--- config.mk ---
export PLATFORM = sky130hd
export DESIGN_NAME = sh2_wb_sched
export DESIGN_NICKNAME = d
export VERILOG_FILES = /design/src/rtl/sh2_wb_pkg.sv /design/src/rtl/sh2_ldq.sv /design/src/rtl/sh2_wb_sched.sv
export SDC_FILE = /design/constraint.sdc
export NUM_CORES = 1
export LEC_CHECK = 0
export BUFFER_PORTS_ARGS = -buffer_cell sky130_fd_sc_hd__buf_2
export CAP_MARGIN = 20
export CORE_MARGIN = 1
export CORE_UTILIZATION = 29
export DETAILED_ROUTE_END_ITERATION = 8
export SLEW_MARGIN = 10
export SYNTH_ARGS = -nofsm -noshare
export SYNTH_HDL_FRONTEND = slang
export SYNTH_SLANG_ARGS = --single-unit
--- constraint.sdc ---
create_clock -name CLK -period 4.45 [get_ports CLK]
set_input_delay 0.2225 -clock CLK [delete_from_list [all_inputs] [get_ports CLK]]
set_output_delay 0.2225 -clock CLK [all_outputs]
set_load 0.01 [all_outputs]
--- src/rtl/sh2_wb_pkg.sv ---
// Shared register-index types and helpers for the SH-2 writeback scheduler.
// Index space is R0..R15 plus PR at 16; anything above is illegal.
package sh2_wb_pkg;

    localparam int NUM_REGS = 17;
    localparam logic [4:0] REG_PR = 5'd16;

    typedef logic [4:0] reg_idx_t;

    // Retire stage: a popped load destination kept busy through the
    // register file's delayed port-B commit.
    typedef struct packed {
        logic     v;
        reg_idx_t dst;
    } ret_t;

    function automatic logic is_valid_reg(input reg_idx_t r);
        return r <= REG_PR;
    endfunction

endpackage

--- src/rtl/sh2_ldq.sv ---
// In-order load destination queue with per-entry valid bits and three
// parallel destination-match outputs for hazard detection.
module sh2_ldq
    import sh2_wb_pkg::*;
#(
    parameter int DEPTH = 2
) (
    input  logic     CLK,
    input  logic     RST_N,
    input  logic     push,
    input  logic     pop,
    input  reg_idx_t push_dst,
    input  reg_idx_t ra_addr,
    input  reg_idx_t rb_addr,
    input  reg_idx_t ex_addr,
    output reg_idx_t head,
    output logic     full,
    output logic     empty,
    output logic [2:0] cnt,
    output logic     ra_hit,
    output logic     rb_hit,
    output logic     ex_hit
);

    localparam int PW = (DEPTH > 1) ? $clog2(DEPTH) : 1;

    reg_idx_t          dst_q [DEPTH];
    logic [DEPTH-1:0]  vld_q;
    logic [PW-1:0]     rd_ptr;
    logic [PW-1:0]     wr_ptr;
    logic [2:0]        cnt_q;

    function automatic logic [PW-1:0] ptr_inc(input logic [PW-1:0] p);
        return (p == PW'(DEPTH - 1)) ? '0 : p + 1'b1;
    endfunction

    // NOTE: sequential state uses non-blocking assignments so every flop
    // samples pre-edge values regardless of statement order.
    // A simultaneous push/pop on a full queue hits the same slot; the later
    // set of vld_q wins, which is the intended result.
    always_ff @(posedge CLK) begin
        if (!RST_N) begin
            vld_q  <= '0;
            rd_ptr <= '0;
            wr_ptr <= '0;
            cnt_q  <= 3'd0;
        end else begin
            if (pop) begin
                vld_q[rd_ptr] <= 1'b0;
                rd_ptr        <= ptr_inc(rd_ptr);
            end
            if (push) begin
                vld_q[wr_ptr] <= 1'b1;
                wr_ptr        <= ptr_inc(wr_ptr);
            end
            case ({push, pop})
                2'b10:   cnt_q <= cnt_q + 3'd1;
                2'b01:   cnt_q <= cnt_q - 3'd1;
                default: cnt_q <= cnt_q;
            endcase
        end
    end

    // NOTE: the destination array carries no reset; valid bits alone decide
    // whether an entry means anything, so stale contents are harmless.
    always_ff @(posedge CLK) begin
        if (push) begin
            dst_q[wr_ptr] <= push_dst;
        end
    end

    // NOTE: every always_comb output gets a default before the loop so no
    // path leaves it unassigned and no latch is inferred.
    always_comb begin
        ra_hit = 1'b0;
        rb_hit = 1'b0;
        ex_hit = 1'b0;
        for (int i = 0; i < DEPTH; i++) begin
            if (vld_q[i] && dst_q[i] == ra_addr) ra_hit = 1'b1;
            if (vld_q[i] && dst_q[i] == rb_addr) rb_hit = 1'b1;
            if (vld_q[i] && dst_q[i] == ex_addr) ex_hit = 1'b1;
        end
    end

    assign head  = dst_q[rd_ptr];
    assign cnt   = cnt_q;
    assign full  = (cnt_q == 3'(DEPTH));
    assign empty = (cnt_q == 3'd0);

endmodule

--- src/rtl/sh2_wb_sched.sv ---
// Writeback scheduler: execute results on port A, returning load data on
// port B, plus the load scoreboard that raises STALL on load hazards.
module sh2_wb_sched
    import sh2_wb_pkg::*;
#(
    parameter int LDQ_DEPTH = 2
) (
    input  logic        CLK,
    input  logic        RST_N,
    input  logic        CE,
    input  logic        EN,
    input  logic        EX_WE,
    input  logic [4:0]  EX_DST,
    input  logic [31:0] EX_D,
    input  logic        LD_ISSUE,
    input  logic [4:0]  LD_DST,
    input  logic        LD_DONE,
    input  logic [31:0] LD_DATA,
    input  logic [4:0]  RA_ADDR,
    input  logic [4:0]  RB_ADDR,
    input  logic        RA_USE,
    input  logic        RB_USE,
    output logic [4:0]  WA_ADDR,
    output logic [4:0]  WB_ADDR,
    output logic [31:0] WA_D,
    output logic [31:0] WB_D,
    output logic        WAE,
    output logic        WBE,
    output logic        STALL,
    output logic [2:0]  LDQ_CNT,
    output logic        ERR
);

    logic     adv;
    logic     push;
    logic     pop;
    reg_idx_t head;
    logic     full;
    logic     empty;
    logic     ra_hit;
    logic     rb_hit;
    logic     ex_hit;
    ret_t     ret_q;
    logic     ra_busy;
    logic     rb_busy;
    logic     ex_busy;
    logic     stall_raw;
    logic     err_set;
    logic     err_q;

    assign adv = CE & EN & RST_N;

    // A full queue only takes a new load when the head retires on the same edge.
    assign pop  = LD_DONE & adv & ~empty;
    assign push = LD_ISSUE & adv & is_valid_reg(LD_DST) & (~full | LD_DONE);

    sh2_ldq #(
        .DEPTH (LDQ_DEPTH)
    ) u_ldq (
        .CLK      (CLK),
        .RST_N    (RST_N),
        .push     (push),
        .pop      (pop),
        .push_dst (LD_DST),
        .ra_addr  (RA_ADDR),
        .rb_addr  (RB_ADDR),
        .ex_addr  (EX_DST),
        .head     (head),
        .full     (full),
        .empty    (empty),
        .cnt      (LDQ_CNT),
        .ra_hit   (ra_hit),
        .rb_hit   (rb_hit),
        .ex_hit   (ex_hit)
    );

    assign ra_busy = ra_hit | (ret_q.v & (ret_q.dst == RA_ADDR));
    assign rb_busy = rb_hit | (ret_q.v & (ret_q.dst == RB_ADDR));
    assign ex_busy = ex_hit | (ret_q.v & (ret_q.dst == EX_DST));

    assign stall_raw = (RA_USE & ra_busy)
                     | (RB_USE & rb_busy)
                     | (EX_WE & ex_busy)
                     | (LD_ISSUE & full & ~LD_DONE);

    assign STALL = RST_N & stall_raw;

    assign WA_ADDR = EX_DST;
    assign WA_D    = EX_D;
    assign WAE     = EX_WE & adv & ~stall_raw & is_valid_reg(EX_DST);

    assign WB_ADDR = head;
    assign WB_D    = LD_DATA;
    assign WBE     = pop;

    // Port B commits a cycle late, so the popped destination stays busy one more CE cycle.
    always_ff @(posedge CLK) begin
        if (!RST_N) begin
            ret_q <= '0;
        end else if (adv) begin
            ret_q.v   <= pop;
            ret_q.dst <= head;
        end
    end

    assign err_set = adv & ((LD_DONE & empty)
                          | (LD_ISSUE & ~is_valid_reg(LD_DST))
                          | (EX_WE & ~is_valid_reg(EX_DST)));

    always_ff @(posedge CLK) begin
        if (!RST_N) begin
            err_q <= 1'b0;
        end else if (err_set) begin
            err_q <= 1'b1;
        end
    end

    assign ERR = err_q;

endmodule

==> flow_metrics.py <==
metrics = {
    "global_route": {
        "grt_max_degree": 18,
        "antenna_found_initial": 0,
        "grt_usage_pct": 15.6,
        "grt_first_pass_wirelength_um": 8670,
        "grt_overflow": 0,
        "grt_pass1_vias": 1500,
    },
    "clock_network": {
        "cts-resized-gates": 0,
        "numCtsBuffers": 3,
        "clock-sinks": 25,
        "path_clk_slew_ns": 0.08,
        "worstSkewPairLatency_ns": 0.26,
        "cts_max_level": 1,
        "cts_root_buf": "clkbuf_8",
        "tritoncts": "built",
        "clockBufferDepth": 2,
        "cts_setup_buffers": 0,
        "holdBufCountCts": 0,
    },
    "synthesis": {
        "synth-edff-count": 10,
        "yosysTopAreaCellShare_pct": 24.6,
        "synth-seq-cells": 25,
        "synth.most_common_cell": "buf_4",
        "synth_cell_type_count": 35,
        "syn_nets": 327,
        "netlist_top_cells_count": "69 x buf_4, 38 x xor2_1, 15 x dfxtp_1",
        "syn_area_mm2": 0.00211,
        "ys.flop_type": "dfxtp_1",
        "synth.avg_cell_area_um2": 9.09,
        "ys_warn_count": 0,
        "yosysSeqAreaShare_pct": 28.5,
        "synth_top_area_cell": "buf_4",
        "synthCells": 232,
        "yosys-top-cells-area": "buf_4 25%, xor2_1 16%, dfxtp_1 14%",
        "async_reset_ff_share_pct": 0,
    },
    "cells_and_area": {
        "fin_cells": 305,
        "drive_gt1_share_pct": 26.8,
        "final_core_util_pct": 28.5,
        "nNetsFinal": 305,
        "n_antenna_cell": 0,
        "area_delta_synth_final_pct": -6.59,
    },
    "die": {
        "core_area_mm2": 0.00691,
        "dieArea_mm2": 0.00762,
        "fp.dieW_um": 87.3,
        "rows": 30,
        "io_pins": 174,
        "die_h_um": 87.3,
        "start_util_pct": 30.5,
    },
    "place": {
        "io_buffers": 45,
        "gp_congestion": 0.940,
        "post-place-ws_ns": 1.95,
        "place_inst": 301,
        "hpwl_um": 5060,
    },
    "sta": {
        "finalClockSkew_ns": 0.00752,
        "slew_violations": 0,
        "period_minus_slack_ns": 2.51,
        "rsz0062_at_grt": "no",
        "worst_pin_slew_ns": 0.546,
        "fmax_mhz": 399,
        "slew_headroom_pct": 63.1,
        "setup_violations": 0,
        "setup_slack_ns": 1.94,
        "finalSetupTns_ns": 0,
        "finalHoldViolations": 0,
        "min_period_over_period_pct": 56.4,
    },
    "routing": {
        "via_count": 1445,
        "avgViaCountPerCell": 4.74,
        "dr.first_iter.drc_count": 51,
        "ant_nets": 0,
        "drc": 0,
        "routedWlPerCell_um": 19.6,
        "dr.pass1.iters": 4,
        "routed_wl_um": 5990,
    },
    "critical_path": {
        "max_stage_delay_ns": 0.57,
        "crit_arrival_ns": 2.71,
        "path_class": "flop to flop",
        "crit_path_end_kind": "flop",
        "path_delay_family": "simple AND/OR/NAND/NOR gates",
        "crit_chain": "or4b_1 > and4_4 > inv_1 > ha_1 > inv_1 > fa_1 > xor2_1 > or3_1 > a21boi_0",
        "start_kind": "flop",
        "path_common_cell": "inv_1",
        "required_ns": 4.65,
        "slowest_stage": "or4b_1",
        "critPathBufInv": 2,
        "cp_max_fo": 5,
    },
    "run": {
        "drv_cap": 0,
    },
    "power_and_ir_drop": {
        "swShare_pct": 24.8,
        "pwr-share-comb_pct": 16.3,
        "pwr_density_cell_mw_per_mm2": 230,
        "pwr-share-clk_pct": 28.2,
        "seqPwrFrac_pct": 55.5,
        "vdd_drop_max_v": 0.000165,
        "p_leak_nw": 0.801,
        "switching_power_mw": 0.112,
        "p_int_mw": 0.341,
        "p_total_mw": 0.454,
    },
    "min_path": {
        "hold_class": "input pin to flop",
    },
    "run_status": {
        "status": "finished, final reports clean",
    },
}
[through the flow]
stage	cell area, um^2	hold slack [ns]
after floorplan	2110	0.321
after global placement	1920	0.437
after detailed placement	1920	0.438
after CTS	1970	0.166
after global routing	1970	0.163
final	1970	0.172
[worst paths after layout]
kind / startpoint / to / slack (ns) / depth (start not counted)
worst min-delay path: LD_DST[3] / u_ldq.dst_q[0][3]$_DFFE_PP_ / 0.17 / 1
worst min register to register: u_ldq.wr_ptr$_SDFFE_PN0P_ / u_ldq.wr_ptr$_SDFFE_PN0P_ / 0.47 / 2
worst max-delay path: u_ldq.cnt[0]$_SDFFE_PN0P_ / u_ldq.cnt[2]$_SDFFE_PN0P_ / 1.94 / 9
worst max register to register: u_ldq.cnt[0]$_SDFFE_PN0P_ / u_ldq.cnt[2]$_SDFFE_PN0P_ / 1.94 / 9
[sequential cells by signal, summed over array words and instances, names as in the netlist, named ones only]
| name | flops |
|---|---|
| ERR | 1 |
| u_ldq.rd_ptr | 1 |
| u_ldq.dst_q | 10 |
| u_ldq.wr_ptr | 1 |
| ret_q | 6 |
| u_ldq.vld_q | 2 |
| u_ldq.cnt | 3 |
[routing by layer]
| layer | routed length, um | part of all wire [%] | up-vias | track usage, % |
|---|---|---|---|---|
| li1 | - | - | 664 | - |
| met1 | 2130 | 36 | 655 | 16.4 |
| met2 | 2970 | 49 | 112 | 27.3 |
| met3 | 808 | 13 | 14 | 6.92 |
| met4 | 87 | 1.5 | 0 | 5.81 |
| met5 | 0 | 0 | - | 0 |
[final cells by class]
class / instances / area [um^2]
Fill cell: 764 / 4940
Multi-Input combinational cell: 127 / 948
Sequential cell: 25 / 601
Timing Repair Buffer: 45 / 225
Tap cell: 96 / 120
Clock buffer: 4 / 45.0
Inverter: 8 / 30.0
[power by group through the flow]
stage	Combinational, mW	Clock, mW	Sequential [mW]
floorplan	0.101	0	0.255
global placement	0.0729	0	0.257
detailed placement	0.0742	0	0.257
CTS	0.0746	0.134	0.252
global route	0.0827	0.142	0.252
finish	0.0740	0.128	0.252
[worst register-to-register path, stage by stage (launching register included)]
cell	delay (ns)
dfxtp_1	0.36
or4b_1	0.57
and4_4	0.23
inv_1	0.07
ha_1	0.18
inv_1	0.06
fa_1	0.38
xor2_1	0.16
or3_1	0.29
a21boi_0	0.15
[logic make-up after synthesis]
| logic type | Yosys count | share of synthesized area, % |
|---|---|---|
| buffers and inverters | 80 | 26.5 |
| and+or+nand+nor | 58 | 16.0 |
| xor gates and xnor gates | 48 | 19.9 |
| DFF | 25 | 28.5 |
| AOI/OAI and AO/OA | 14 | 4.87 |
| muxes | 5 | 2.67 |
| adders and majority gates | 2 | 1.54 |
[layout by cell type (no fill, tap or decap)]
cell type / netlist / routed
edfxtp_1: 10 / 10
a21oi_2: 1 / 1
xnor2_1: 10 / 10
o31a_1: 1 / 1
xor2_1: 38 / 38
and3b_1: 1 / 1
and4_4: 1 / 1
nor3b_1: 5 / 5
and3_1: 1 / 1
or3_1: 1 / 1
or4b_1: 1 / 1
and2_1: 5 / 5
nand3_1: 4 / 4
ha_1: 1 / 1
buf_2: 0 / 45
dfxtp_1: 15 / 15
a21boi_0: 3 / 3
clkbuf_1: 3 / 1
nand2b_1: 1 / 1
o2111ai_1: 1 / 1
clkbuf_8: 0 / 3
nand2_1: 6 / 6
mux2_2: 5 / 5
nand4_1: 8 / 8
o41ai_1: 2 / 2
nor2b_1: 2 / 2
nor4_1: 10 / 10
a21boi_1: 1 / 1
o221ai_1: 1 / 1
nor3_1: 1 / 1
and2_4: 1 / 1
o21ai_0: 3 / 3
nor2_1: 10 / 10
inv_1: 8 / 8
fa_1: 1 / 1
a21oi_1: 1 / 1
No activity file was read; power rests on OpenSTA's default activity.
